===== src/rtl/load_store_sequencer.sv =====
// rtl/load_store_sequencer.sv - byte-addressed sized load/store to word-addressed four-phase memory sequencer
module load_store_sequencer #(
  parameter int SIZE = 32,
  localparam int SIZE_BYTES = SIZE / 8,
  localparam int OFFSET_SIZE = $clog2(SIZE_BYTES),
  localparam int MEMORY_WORD_ADDRESS_SIZE = SIZE - OFFSET_SIZE
) (
  input  logic                                clock,
  input  logic                                reset,
  input  logic                                request_valid,
  output logic                                request_ready,
  input  logic                                request_operation,
  input  logic [SIZE-1:0]                     request_address,
  input  logic [1:0]                          request_width,
  input  logic                                request_signed,
  input  logic [SIZE-1:0]                     request_data,
  output logic                                response_valid,
  output logic [SIZE-1:0]                     response_data,
  output logic                                memory_enable,
  output logic                                memory_operation,
  input  logic                                memory_ready,
  output logic [SIZE_BYTES-1:0]               memory_byte_mask,
  output logic [MEMORY_WORD_ADDRESS_SIZE-1:0] memory_word_address,
  input  logic [SIZE-1:0]                     memory_data_in,
  output logic [SIZE-1:0]                     memory_data_out
);

  typedef enum logic [2:0] {
    IDLE,
    FIRST_REQ,
    FIRST_RELEASE,
    SECOND_REQ,
    SECOND_RELEASE
  } state_t;

  state_t state;

  logic                                operation_q;
  logic                                signed_q;
  logic                                split_q;
  logic [OFFSET_SIZE-1:0]              offset_q;
  logic [SIZE-1:0]                     data_mask_q;
  logic [MEMORY_WORD_ADDRESS_SIZE-1:0] word1_q;
  logic [SIZE_BYTES-1:0]               mask_high_q;
  logic [SIZE-1:0]                     data_high_q;
  logic [SIZE-1:0]                     buffer0;
  logic [SIZE-1:0]                     buffer1;

  logic [1:0]                          width_clamped;
  logic [OFFSET_SIZE:0]                bytes;
  logic [OFFSET_SIZE-1:0]              offset;
  logic [MEMORY_WORD_ADDRESS_SIZE-1:0] word0;
  logic [SIZE_BYTES-1:0]               lanes;
  logic [SIZE-1:0]                     data_mask;
  logic [2*SIZE-1:0]                   wide_data;
  logic [2*SIZE_BYTES-1:0]             wide_mask;
  logic                                split;

  logic [2*SIZE-1:0]                   assembled;
  logic [SIZE-1:0]                     truncated;
  logic [SIZE-1:0]                     sign_select;
  logic [SIZE-1:0]                     read_result;

  assign request_ready = (state == IDLE) && !reset;

  // Alignment of the incoming request; a two-word window lets one shift cover the split case.
  always_comb begin
    width_clamped = request_width;
    if (request_width > 2'(OFFSET_SIZE)) width_clamped = 2'(OFFSET_SIZE);
    bytes = (OFFSET_SIZE + 1)'(1) << width_clamped;
    offset = request_address[OFFSET_SIZE-1:0];
    word0 = request_address[SIZE-1:OFFSET_SIZE];
    lanes = ~({SIZE_BYTES{1'b1}} << bytes);
    for (int i = 0; i < SIZE; i++) data_mask[i] = lanes[i/8];
    wide_data = {{SIZE{1'b0}}, request_data & data_mask} << {offset, 3'b000};
    wide_mask = {{SIZE_BYTES{1'b0}}, lanes} << offset;
    split = ({1'b0, offset} + bytes) > (OFFSET_SIZE + 1)'(SIZE_BYTES);
  end

  // The sign bit is the top set bit of the data mask.
  always_comb begin
    assembled = {(split_q ? buffer1 : {SIZE{1'b0}}), buffer0} >> {offset_q, 3'b000};
    truncated = assembled[SIZE-1:0] & data_mask_q;
    sign_select = data_mask_q & ~(data_mask_q >> 1);
    read_result = truncated;
    if (signed_q && |(truncated & sign_select)) read_result = truncated | ~data_mask_q;
  end

  always_ff @(posedge clock) begin
    if (reset) begin
      state               <= IDLE;
      memory_enable       <= 1'b0;
      memory_operation    <= 1'b0;
      memory_byte_mask    <= '0;
      memory_word_address <= '0;
      memory_data_out     <= '0;
      response_valid      <= 1'b0;
      response_data       <= '0;
      operation_q         <= 1'b0;
      signed_q            <= 1'b0;
      split_q             <= 1'b0;
      offset_q            <= '0;
      data_mask_q         <= '0;
      word1_q             <= '0;
      mask_high_q         <= '0;
      data_high_q         <= '0;
      buffer0             <= '0;
      buffer1             <= '0;
    end else begin
      response_valid <= 1'b0;
      case (state)
        IDLE: begin
          if (request_valid) begin
            operation_q         <= request_operation;
            signed_q            <= request_signed;
            split_q             <= split;
            offset_q            <= offset;
            data_mask_q         <= data_mask;
            word1_q             <= word0 + MEMORY_WORD_ADDRESS_SIZE'(1);
            mask_high_q         <= wide_mask[2*SIZE_BYTES-1:SIZE_BYTES];
            data_high_q         <= request_operation ? wide_data[2*SIZE-1:SIZE] : '0;
            memory_enable       <= 1'b1;
            memory_operation    <= request_operation;
            memory_byte_mask    <= wide_mask[SIZE_BYTES-1:0];
            memory_word_address <= word0;
            memory_data_out     <= request_operation ? wide_data[SIZE-1:0] : '0;
            state               <= FIRST_REQ;
          end
        end
        FIRST_REQ: begin
          if (memory_ready) begin
            buffer0       <= memory_data_in;
            memory_enable <= 1'b0;
            state         <= FIRST_RELEASE;
          end
        end
        FIRST_RELEASE: begin
          if (!memory_ready) begin
            if (split_q) begin
              memory_enable       <= 1'b1;
              memory_byte_mask    <= mask_high_q;
              memory_word_address <= word1_q;
              memory_data_out     <= data_high_q;
              state               <= SECOND_REQ;
            end else begin
              response_valid <= 1'b1;
              response_data  <= operation_q ? '0 : read_result;
              state          <= IDLE;
            end
          end
        end
        SECOND_REQ: begin
          if (memory_ready) begin
            buffer1       <= memory_data_in;
            memory_enable <= 1'b0;
            state         <= SECOND_RELEASE;
          end
        end
        SECOND_RELEASE: begin
          if (!memory_ready) begin
            response_valid <= 1'b1;
            response_data  <= operation_q ? '0 : read_result;
            state          <= IDLE;
          end
        end
        default: state <= IDLE;
      endcase
    end
  end

endmodule


===== config.mk =====
export PLATFORM = sky130hd
export DESIGN_NAME = load_store_sequencer
export DESIGN_NICKNAME = d
export VERILOG_FILES = /design/src/rtl/load_store_sequencer.sv
export SDC_FILE = /design/constraint.sdc
export NUM_CORES = 1
export LEC_CHECK = 0
export BUFFER_PORTS_ARGS = -buffer_cell sky130_fd_sc_hd__buf_4
export CELL_PAD_IN_SITES_DETAIL_PLACEMENT = 2
export CELL_PAD_IN_SITES_GLOBAL_PLACEMENT = 2
export CORE_MARGIN = 3
export CORE_UTILIZATION = 29
export DETAILED_ROUTE_END_ITERATION = 10
export MAX_ROUTING_LAYER = met4
export PLACE_DENSITY_LB_ADDON = 0.1
export SYNTH_ARGS = -nofsm -noshare
export SYNTH_HDL_FRONTEND = slang
export SYNTH_SLANG_ARGS = --single-unit

===== constraint.sdc =====
create_clock -name clock -period 2.35 [get_ports clock]
set_input_delay 0.705 -clock clock [delete_from_list [all_inputs] [get_ports clock]]
set_output_delay 0.705 -clock clock [all_outputs]
set_load 0.02 [all_outputs]

# --- Yosys cells after proc, flatten, opt, wreduce, memory -nomap -nowiden ---
# Index checks and enable logic that the tools add are counted.
totals:
  register_bits: 263
  in_bits: 104
  output_inout_bits: 102
classes:
  n_addsub: 2
  magnitude_cmp: 2
  eq_ne: 12
  n_shift: 5
  muxes: 38
  bitwise: 8
  reduce_logical: 16
ops:
  columns: ["cell", "n"]
  rows:
  - ["32-bit 2-to-1 mux", 11]
  - ["32-bit bitwise AND", 4]
  - ["32-bit one-hot mux with 2 select lines", 2]
  - ["30-bit 2-to-1 mux", 3]
  - ["32-bit by 5-bit left shift with 64-bit output", 1]
  - ["64-bit by 5-bit right shift with 32-bit output", 1]
  - ["30-bit one-hot mux with 2 select lines", 1]
  - ["31-bit NOT with 32-bit output", 1]
  - ["32-bit NOT", 1]
  - ["32-bit OR", 1]
  - ["32-bit OR reduction", 1]
  - ["30-bit by 1-bit adder with 30-bit output (second input constant)", 1]
  - ["3-bit 2-to-1 mux", 5]
  - ["3-bit one-hot mux with 5 select lines", 1]
  - ["2-bit inequality test (second input constant)", 7]
  - ["4-bit 2-to-1 mux", 3]
  - ["5-bit AND reduction", 2]
  - ["4-bit one-hot mux with 2 select lines", 1]
  - ["4-bit AND reduction", 2]
  - ["4-bit by 2-bit left shift with 8-bit output", 1]
  - ["1-bit 2-to-1 mux", 7]
  - ["3-bit by 2-bit equality test with 1-bit output (second input constant)", 2]
  - ["2-bit AND reduction", 3]
  - ["2-bit 2-to-1 mux", 2]
  - ["17 further kinds", 19]

# --- Longest topological paths before layout ---
logic_depth:
  word_depth: 11
  ltp_mapped: 9
  ltp_nobuf: 8

# --- Least setup slack after synthesis ---
# No wires, ideal clock.
synth_timing:
  path_kind: "in2out"
  from: "input reset"
  to: "output request_ready"
  arrival_ps: 1876
  t_required_ps: 1645
  slack_ps: -231
  path_stages: 4
  n_path_buf: 3
  path_cell_list: "clkbuf_1 > clkbuf_1 > clkbuf_1 > nor4_1"
synth_between:
  elab_chain_len: 2
synth_lines:
  columns: ["element", "line", "source"]
  rows:
  - ["start, declared", "9", "input logic reset,"]
  - ["1-bit logical NOT", "64", "assign request_ready = (state == IDLE) && !reset;"]
  - ["1-bit logical AND", "64", null]
  - ["end, declared", "11", "output logic request_ready,"]
# No other way between the ends.

# --- Worst setup path in the final report ---
layout_timing:
  from: "register state[2]"
  to: "output request_ready"
layout_between:
  elab_chain_len: 2
layout_lines:
  columns: ["element", "line", "source"]
  rows:
  - ["start, declared", "36", "state_t state;"]
  - ["start signal, assigned", "91", "state <= IDLE;"]
  - ["start signal, assigned", "127", "state <= FIRST_REQ;"]
  - ["start signal, assigned", "134", "state <= FIRST_RELEASE;"]
  - ["3-bit logical NOT", "64", null]
  - ["1-bit logical AND", "64", null]
# No other way between the ends.

==> results.sh <==
export IMPL_critPathSlowestCell="dfxtp_2"
export IMPL_core_area_sq_mm=0.0347
export IMPL_p_sw_share_pct=27.8
export IMPL_synth_seq_cells=224
export IMPL_first_iter_violations=436
export IMPL_clk_pin_slew_worst_paths_ps=60
export IMPL_tightest_slew_ps=806
export IMPL_hp_class="in -> reg"
export IMPL_clockPowerShare_pct=42.6
export IMPL_cts_made_buffers=28
export IMPL_die_area_sq_mm=0.0377
export IMPL_path_common_cell="buf_4"
export IMPL_slew_violations=0
export IMPL_p_per_area_mw_per_mm2=746
export IMPL_worst_ep_arrival_time_ps=1540
export IMPL_status="finished clean"
export IMPL_layout_cells_non_filler=1906
export IMPL_layout_nets=1539
export IMPL_dp_hpwl_um=30100
export IMPL_dr_pass1_iters=4
export IMPL_grt_max_degree=67
export IMPL_setup_viol=0
export IMPL_rsz0062_at_grt="false"
export IMPL_io_buffer_count=205
export IMPL_final_common_cell="buf_4"
export IMPL_fin_setup_tns_ps=0
export IMPL_slowest_delay_ps=370
export IMPL_drc=0
export IMPL_cp_required_ps=1640
export IMPL_switching_power_w=0.00278
export IMPL_synthArstFlopShare_pct=0
export IMPL_path_buf_inv=2
export IMPL_ys_seq_area_share_pct=43.7
export IMPL_stdcell_area_sq_mm=0.0134
export IMPL_grt_usage_pct=22.0
export IMPL_layout_common_cells="buf_4, nand2_1, dfxtp_1, nor2_1, a21oi_1"
export IMPL_wl_per_cell_um=21.9
export IMPL_end_kind="primary output"
export IMPL_path_max_fanout=10
export IMPL_period_share_pct=95.7
export IMPL_p_seq_share_pct=41.5
export IMPL_synth_nets=1355
export IMPL_htreeDepth=1
export IMPL_gp_congestion=0.845
export IMPL_dp_cells=1857
export IMPL_dieWidth_um=194
export IMPL_crit_type="reg -> out"
export IMPL_viasPerCell=5.37
export IMPL_grt_pass1_wl_um=64800
export IMPL_clk_latency_ps=540
export IMPL_cts_sinks=224
export IMPL_skew_ps=13.2
export IMPL_cpLargestDelayFamily="flip-flops"
export IMPL_wirelength_um=41700
export IMPL_max_freq_ghz=0.445
export IMPL_place_area_sq_mm=0.0125
export IMPL_start_kind="flop"
export IMPL_grt_pass1_vias=10900
export IMPL_cts_max_path_buffers=3
export IMPL_comb_power_share_pct=15.8
export IMPL_vdd_drop_max_uv=526
export IMPL_ys_warn_count=0
export IMPL_syn_inst=1248
export IMPL_whs_ps=396
export IMPL_ant_nets=0
export IMPL_holdBufCountCts=0
export IMPL_ios=206
export IMPL_crit_chain="buf_4 -> nor4_4 -> buf_4"
export IMPL_synth_ff_type="dfxtp_1"
export IMPL_detailedPlace_worstSlack_ps=58.0
export IMPL_p_leak_nw=5.18
export IMPL_slew_headroom_pct=46.2
export IMPL_hold_viol_final=0
export IMPL_globalRouteOverflowTotal=0
export IMPL_syn_cell_area_sq_mm=0.0103
export IMPL_area_growth_pct=30.7
export IMPL_cts_root_buffer="clkbuf_16"
export IMPL_p_int_w=0.00722
export IMPL_floorplan_initialDensity_pct=29.6
export IMPL_maxCapViolCount=0
export IMPL_rows=68
export IMPL_synth_cell_types=61
export IMPL_vias=10200
export IMPL_cts_setup_buffers=0
export IMPL_syn_area_per_cell_sq_um=8.22
export IMPL_post_route_min_period_ps=2250
export IMPL_die_y_um=194
export IMPL_layout_setup_ws_ps=101
export IMPL_grt_antenna_before_repair=1
export IMPL_drive_gt1_share_pct=23.4
export IMPL_synth_enable_flop_cells=0
export IMPL_tritoncts="built"
==> sequential cells by signal, indices dropped and copies added (netlist names), 4 cells and up <==
register,count
buffer0,32
buffer1,24
data_high_q,24
memory_byte_mask,4
memory_data_out,32
memory_word_address,30
response_data,32
word1_q,30
==> final cells by class <==
class	instances	area [sq um]
fill	4006	21300
clock buffer	43	858
tap	455	569
antenna	1	2.50
sequential	224	4490
multi-input combinational	905	5300
timing repair buffer	264	2110
inverter	9	33.8
clock inverter	5	50.0
==> per-layer routing <==
layer  GRT usage, %  up-vias  wire length [um]
met5              -        -                 0
met4           4.20        0               807
met3           3.87       42              1870
met2           38.9      200             21200
met1           26.4     5147             17800
li1               -     4847                 -
==> timing repair <==
action                                  CTS  global route
endpoints found under the setup margin    1             1
pin swaps                                 0             0
gates resized for setup                   1             2
endpoints found under the hold margin     0             0
==> path summary, 6_finish.rpt <==
path,startpoint,endpoint,slack (ps),cells after the start
max,state[2],request_ready,100,3
max reg2reg,offset_q[0],response_data[15],280,6
min,request_address[2],word1_q[0],400,2
min reg2reg,buffer0[4],buffer0[4],460,2
==> synth_stat cells, drive strengths merged (8+ instances only) <==
master | count | share of area [%]
mux2 | 9 | 0.99
a22o | 16 | 1.4
buf | 30 | 1.7
mux2i | 41 | 4.0
clkbuf | 80 | 2.9
nor2 | 148 | 5.4
a211oi | 57 | 4.2
o21ai | 32 | 1.6
o221ai | 15 | 1.3
inv | 9 | 0.33
a32o | 8 | 0.78
nor2b | 14 | 0.85
a21oi | 87 | 4.2
nor3 | 36 | 1.9
o22ai | 8 | 0.49
a32oi | 15 | 1.3
dfxtp | 224 | 44
a22oi | 32 | 2.3
a221oi | 9 | 0.83
nand3 | 19 | 1.1
nand2 | 232 | 8.5
xor2 | 22 | 1.9
a311oi | 39 | 3.4
nand4 | 11 | 0.73
o21a | 9 | 0.66
==> worst reg2reg max path, stage by stage (launching register included) <==
cell and delay (ps):
dfxtp_2 480, buf_12 310, mux2i_1 250, o221a_2 250
nor2_1 60, o21ai_1 450, nand2_1 120
==> stage by stage <==
stage | utilization [%] | total power [W]
after floorplan | - | 0.00505
after global placement | 36.0 | 0.00580
after detailed placement | 36.0 | 0.00583
after CTS | 38.6 | 0.0102
after global routing | 38.7 | 0.0105
final | 38.7 | 0.0100
==> cell families (layout without fill, tap and decap cells) <==
family / Yosys count / count (layout) / share of synthesized area, %
flip-flops: 224 / 224 / 43.7
other: 0 / 1 / 0
XOR/XNOR: 27 / 27 / 2.30
buffers and inverters: 119 / 321 / 4.91
multiplexers: 50 / 50 / 4.99
AO/OA/AOI/OAI: 335 / 335 / 23.1
adder cells (fa/ha/maj): 3 / 3 / 0.439
AND/OR/NAND/NOR: 490 / 490 / 20.6
==> power by group through the flow <==
stage	Clock (W)	Sequential (W)	Combinational [W]
global route	0.00457	0.00418	0.00174
detailed placement	0	0.00424	0.00160
finish	0.00427	0.00415	0.00158
floorplan	0	0.00431	0.000744
global placement	0	0.00423	0.00157
CTS	0.00439	0.00416	0.00161
(Power assumes the default switching activity.)
